<file path="src/rtl/sprite_mapper.sv">
// Pipelined sprite renderer: places a scaled, animated, paletted image at a
// runtime position and produces a registered colour plus an opaque-hit flag.
module sprite_mapper #(
   parameter int unsigned IMG_W             = 16,
   parameter int unsigned IMG_H             = 16,
   parameter int unsigned SCALE_SHIFT       = 2,
   parameter int unsigned NUM_FRAMES        = 4,
   parameter int unsigned PIXEL_BITS        = 3,
   parameter int unsigned ROM_LATENCY       = 1,
   parameter int unsigned FRAME_HOLD        = 8,
   parameter bit          TRANSPARENT_EN    = 1'b1,
   parameter int unsigned TRANSPARENT_INDEX = 0,
   localparam int unsigned ADDR_W           = $clog2(NUM_FRAMES * IMG_W * IMG_H)
) (
   input  logic                  vga_clk,
   input  logic                  reset_n,
   input  logic [9:0]            DrawX,
   input  logic [9:0]            DrawY,
   input  logic                  blank,
   input  logic                  frame_start,
   input  logic [9:0]            pos_x,
   input  logic [9:0]            pos_y,
   input  logic                  anim_en,
   output logic [ADDR_W-1:0]     rom_address,
   input  logic [PIXEL_BITS-1:0] rom_q,
   output logic [PIXEL_BITS-1:0] pal_index,
   input  logic [3:0]            pal_red,
   input  logic [3:0]            pal_green,
   input  logic [3:0]            pal_blue,
   output logic [3:0]            red,
   output logic [3:0]            green,
   output logic [3:0]            blue,
   output logic                  hit
);

   localparam int unsigned LX_W      = $clog2(IMG_W);
   localparam int unsigned LY_W      = $clog2(IMG_H);
   localparam int unsigned FR_W      = (NUM_FRAMES > 1) ? $clog2(NUM_FRAMES) : 1;
   localparam int unsigned HOLD_W    = (FRAME_HOLD > 1) ? $clog2(FRAME_HOLD) : 1;
   localparam int unsigned SPAN_X    = IMG_W << SCALE_SHIFT;
   localparam int unsigned SPAN_Y    = IMG_H << SCALE_SHIFT;
   localparam int unsigned FRAME_PIX = IMG_W * IMG_H;

   logic [9:0]             pos_x_q;
   logic [9:0]             pos_y_q;
   logic [FR_W-1:0]        frame_idx;
   logic [HOLD_W-1:0]      hold_cnt;

   logic [10:0]            rel_x;
   logic [10:0]            rel_y;
   logic                   inside_c;
   logic [LX_W-1:0]        lx;
   logic [LY_W-1:0]        ly;
   logic [ADDR_W-1:0]      addr_c;

   logic                   inside_s1;
   logic                   blank_s1;
   logic [ROM_LATENCY-1:0] inside_pipe;
   logic [ROM_LATENCY-1:0] blank_pipe;
   logic                   opaque_c;

   // Position latch and animation stepping, both updated only at frame_start
   always_ff @(posedge vga_clk or negedge reset_n) begin
      if (!reset_n) begin
         pos_x_q   <= '0;
         pos_y_q   <= '0;
         frame_idx <= '0;
         hold_cnt  <= '0;
      end else if (frame_start) begin
         pos_x_q <= pos_x;
         pos_y_q <= pos_y;
         if (anim_en) begin
            if (hold_cnt == HOLD_W'(FRAME_HOLD - 1)) begin
               hold_cnt <= '0;
               if (frame_idx == FR_W'(NUM_FRAMES - 1))
                  frame_idx <= '0;
               else
                  frame_idx <= frame_idx + FR_W'(1);
            end else begin
               hold_cnt <= hold_cnt + HOLD_W'(1);
            end
         end
      end
   end

   // Stage 0: bounds test and source-pixel coordinates; bit 10 is the borrow
   always_comb begin
      rel_x    = {1'b0, DrawX} - {1'b0, pos_x_q};
      rel_y    = {1'b0, DrawY} - {1'b0, pos_y_q};
      inside_c = !rel_x[10] && !rel_y[10] &&
                 (rel_x < 11'(SPAN_X)) && (rel_y < 11'(SPAN_Y));
      lx       = rel_x[SCALE_SHIFT +: LX_W];
      ly       = rel_y[SCALE_SHIFT +: LY_W];
      addr_c   = '0;
      if (inside_c)
         addr_c = (ADDR_W'(frame_idx) * ADDR_W'(FRAME_PIX)) + ADDR_W'({ly, lx});
   end

   // Stage 1 address register, then delay inside/blank to line up with rom_q
   always_ff @(posedge vga_clk or negedge reset_n) begin
      if (!reset_n) begin
         rom_address <= '0;
         inside_s1   <= 1'b0;
         blank_s1    <= 1'b0;
         inside_pipe <= '0;
         blank_pipe  <= '0;
      end else begin
         rom_address    <= addr_c;
         inside_s1      <= inside_c;
         blank_s1       <= blank;
         inside_pipe[0] <= inside_s1;
         blank_pipe[0]  <= blank_s1;
         for (int i = 1; i < int'(ROM_LATENCY); i++) begin
            inside_pipe[i] <= inside_pipe[i-1];
            blank_pipe[i]  <= blank_pipe[i-1];
         end
      end
   end

   assign pal_index = rom_q;

   // Opaque when inside the sprite, in active video and not the key colour
   always_comb begin
      opaque_c = inside_pipe[ROM_LATENCY-1] && blank_pipe[ROM_LATENCY-1];
      if (TRANSPARENT_EN && (rom_q == PIXEL_BITS'(TRANSPARENT_INDEX)))
         opaque_c = 1'b0;
   end

   // Output colour register
   always_ff @(posedge vga_clk or negedge reset_n) begin
      if (!reset_n) begin
         red   <= '0;
         green <= '0;
         blue  <= '0;
         hit   <= 1'b0;
      end else if (opaque_c) begin
         red   <= pal_red;
         green <= pal_green;
         blue  <= pal_blue;
         hit   <= 1'b1;
      end else begin
         red   <= '0;
         green <= '0;
         blue  <= '0;
         hit   <= 1'b0;
      end
   end

endmodule

</file>
<file path="config.mk">
export PLATFORM = sky130hd
export DESIGN_NAME = sprite_mapper
export DESIGN_NICKNAME = d
export VERILOG_FILES = /design/src/rtl/sprite_mapper.sv
export SDC_FILE = /design/constraint.sdc
export NUM_CORES = 1
export LEC_CHECK = 0
export BUFFER_PORTS_ARGS = -buffer_cell sky130_fd_sc_hd__buf_4
export CAP_MARGIN = 20
export CORE_MARGIN = 3
export CORE_UTILIZATION = 46
export DETAILED_ROUTE_END_ITERATION = 8
export GPL_TIMING_DRIVEN = 0
export PLACE_DENSITY = 0.76
export SLEW_MARGIN = 20
export SYNTH_ARGS = -nofsm -noshare
export SYNTH_HDL_FRONTEND = slang
export SYNTH_SLANG_ARGS = --single-unit
</file>
<file path="constraint.sdc">
create_clock -name vga_clk -period 2.3 [get_ports vga_clk]
set_input_delay 0.345 -clock vga_clk [delete_from_list [all_inputs] [get_ports vga_clk]]
set_output_delay 0.345 -clock vga_clk [all_outputs]
set_load 0.005 [all_outputs]
</file>
==> impl_metrics.tcl <==
set metrics [dict create \
    track_usage_pct 18.3 \
    ys_seq_area_share_pct 45.9 \
    drt_iter0_drc 74 \
    violations "setup timing" \
    critPathTopFamily "simple AND/OR/NAND/NOR gates" \
    slew_headroom_pct 57.0 \
    max_stage_delay_ns 0.46 \
    cts.reportedPaths.clkPinSlew_ns 0.10 \
    wl_per_cell_um 14.0 \
    syn_inst 278 \
    maxSlewViolCount 0 \
    diodes 0 \
    setup_viol 7 \
    start_util_pct 49.3 \
    yosysUniqueCellTypes 52 \
    clockBufferDepth 2 \
    place.gp.congestion 0.794 \
    drive_above_1_share_pct 39.6 \
    muxShareOfSynthArea_pct 2.74 \
    synth_edf_count 0 \
    status "finished, violations left" \
    synth-main-ff-cell "dfrtp_1" \
    grt_antenna_before_repair 0 \
    rows 27 \
    drtPass1Iterations 4 \
    seqCellArea_mm2 0.00130 \
    crit_slowest_cell "or4_1" \
    cp_cell_sequence "inv_2 -> ha_4 -> a2111oi_4 -> o32ai_1 -> and4bb_2 -> o2111ai_4 -> buf_4 -> or4_1 -> nor2_1" \
    grt_pass1_vias 2342 \
    clock_latency_ns 0.30 \
    p_leak_uw 0.00189 \
    drv_cap 0 \
    die_y_um 84.5 \
    cp.depth 9 \
    dp_hpwl_mm 4.79 \
    synth_nets 359 \
    synth_top_family_by_area "compound AO/OA/AOI/OAI gates" \
    die_x_um 84.5 \
    skew_ns 0.00745 \
    hold_viol 0 \
    cts_tree "done" \
    synth_top_area_share_pct 45.9 \
    utilization_pct 66.7 \
    ys_warn_count 0 \
    required_ns 2.54 \
    drc_errors 0 \
    end_kind "flip-flop" \
    htreeDepth 2 \
    hold_buffers 0 \
    setup_slack_ns -0.128 \
    r2r_cells 9 \
    synth_fa_ha_area_share_pct 9.27 \
    synth_largest_area_cell "dfrtp_1" \
    path_buf_inv 2 \
    dieArea_mm2 0.00714 \
    async_flop_share_pct 100 \
    fin_nets 454 \
    synth-compound-area-share_pct 18.1 \
    finalWirelength_mm 6.24 \
    ys_ff_latch 52 \
    syn2layout_area_growth_pct 35.1 \
    grt_max_degree 53 \
    multi_input_area_mm2 0.00153 \
    layout_commonest_cell "buf_4" \
    dp_slack_ns -0.347 \
    hold_class "in -> async" \
    final_cell_mix "93 x buf_4, 52 x dfrtp_1, 29 x nand2_1, 25 x inv_1, 20 x o21ai_0" \
    cts_inserted_buffers 5 \
    power.density_mw_per_mm2 591 \
    numPortBuffers 85 \
    vias 2316 \
    grt_pass1_wl_mm 10.8 \
    cts_num_sinks 52 \
    finalCriticalPeriod_ns 2.43 \
    synth-simple-area-share_pct 15.8 \
    fin_crit_sh_pct 106 \
    synth_area_mm2 0.00283 \
    overflow 0 \
    via_per_inst 5.19 \
    fillers 472 \
    max_freq_ghz 0.412 \
    syn_area_per_cell_um2 10.2 \
    grt_setup_unrepaired "true" \
    cts_root_buf "clkbuf_8" \
    crit_type "reg -> reg" \
    cp_max_fo 5 \
    tightest_slew_ns 0.645 \
    startpoint_type "flip-flop" \
    crit_arrival_ns 2.66 \
    synthTopCellsByArea "dfrtp_1 46%, ha_1 9.3%, nand2_1 3.8%, inv_1 3.7%, o21ai_0 3.7%" \
    core_mm2 0.00574 \
    io_pins 86 \
    synth-xor-area-share_pct 2.47 \
    antenna_left 0 \
    peakVddDrop_mv 0.283 \
]
==> per-layer routing <==
layer	share of wire [%]	up-vias	global-route usage [%]
li1	-	1154	-
met5	0	-	0
met3	5.8	4	3.63
met2	49	72	31.4
met1	45	1086	24.2
met4	0.46	0	3.31
==> flip-flops by register name (all words and copies together), names as in the netlist <==
signal,cells
hold_cnt,3
inside_pipe,1
inside_s1,1
green,4
pos_x_q,10
blank_pipe,1
blue,4
hit,1
rom_address,10
pos_y_q,10
frame_idx,2
red,4
blank_s1,1
==> logic make-up after synthesis <==
logic type      count (synthesis)
fa+ha+maj                      21
mux                             7
simple gates                   82
compound gates                 70
buf+inv                        38
flops                          52
xor+xnor                        8
==> Yosys cell counts, types with 2 or more instances <==
cell       instances
a2111oi_4          2
a211oi_1           3
a21o_1             7
a21oi_1           14
a31o_2             2
and2_1            13
buf_4              3
clkbuf_1           5
dfrtp_1           52
ha_1              21
inv_1             28
mux2_2             6
nand2_1           29
nand2b_4           2
nand3_1            5
nor2_1             6
nor2_2             5
nor3_1             6
nor4_1             4
o2111ai_1          2
o21a_1             4
o21ai_0           21
o21bai_1           2
or4_1              2
xnor2_1            6
xor2_1             2
==> path summary, 6_finish.rpt <==
kind | from | end | slack [ns]
worst max register to register | pos_x_q[1] | rom_address[7] | -0.13
worst min register to register | inside_s1 | inside_pipe | 0.36
worst min-delay path | reset_n | rom_address[4] | 0.07
worst max-delay path | pos_x_q[1] | rom_address[7] | -0.13
min in group vga_clk | blank | blank_s1 | 0.15
max in group asynchronous | reset_n | rom_address[2] | 1.81
==> repair_timing <==
item | CTS | global route
setup buffers | 4 | 1
endpoints found under the setup margin | 9 | 10
gates resized for setup | 10 | 5
pin swaps | 12 | 4
endpoints found under the hold margin | 0 | 0
cloned | 0 | 0
==> cell type report <==
type / count / share of cell area, %
multi-input combinational: 188 / 39.9
sequential: 52 / 34.0
clock buffer: 6 / 1.89
timing repair buffer: 90 / 17.6
inverter: 28 / 2.74
clock inverter: 2 / 0.425
buffer: 8 / 1.08
tap: 72 / 2.35
==> worst reg2reg max path, stage by stage (launching register included) <==
cell	delay (ns)
dfrtp_1	0.38
inv_2	0.07
ha_4	0.20
a2111oi_4	0.38
o32ai_1	0.12
and4bb_2	0.34
o2111ai_4	0.13
buf_4	0.18
or4_1	0.46
nor2_1	0.09
==> report_power, final <==
group	internal, uW	total [uW]	switching, uW	leakage, uW
clock	217	525	308	0.0000414
sequential	984	1020	37.2	0.000677
combinational	363	719	356	0.00117
total	1560	2260	701	0.00189
==> per-stage QoR <==
step	total power [uW]	hold slack, ns	cell area, um2	setup TNS (ns)	cells
6_report	2260	0.0715	3830	-0.777	446
5_1_grt	2420	0.117	3830	-1.91	446
4_1_cts	2280	0.0792	3790	-0.824	445
3_5_place_dp	1710	0.338	3640	-2.33	435
3_3_place_gp	1690	0.334	3640	-1.91	435
2_1_floorplan	1510	0.0494	2910	-0.0354	278
Power figures use the tool's default switching activity.
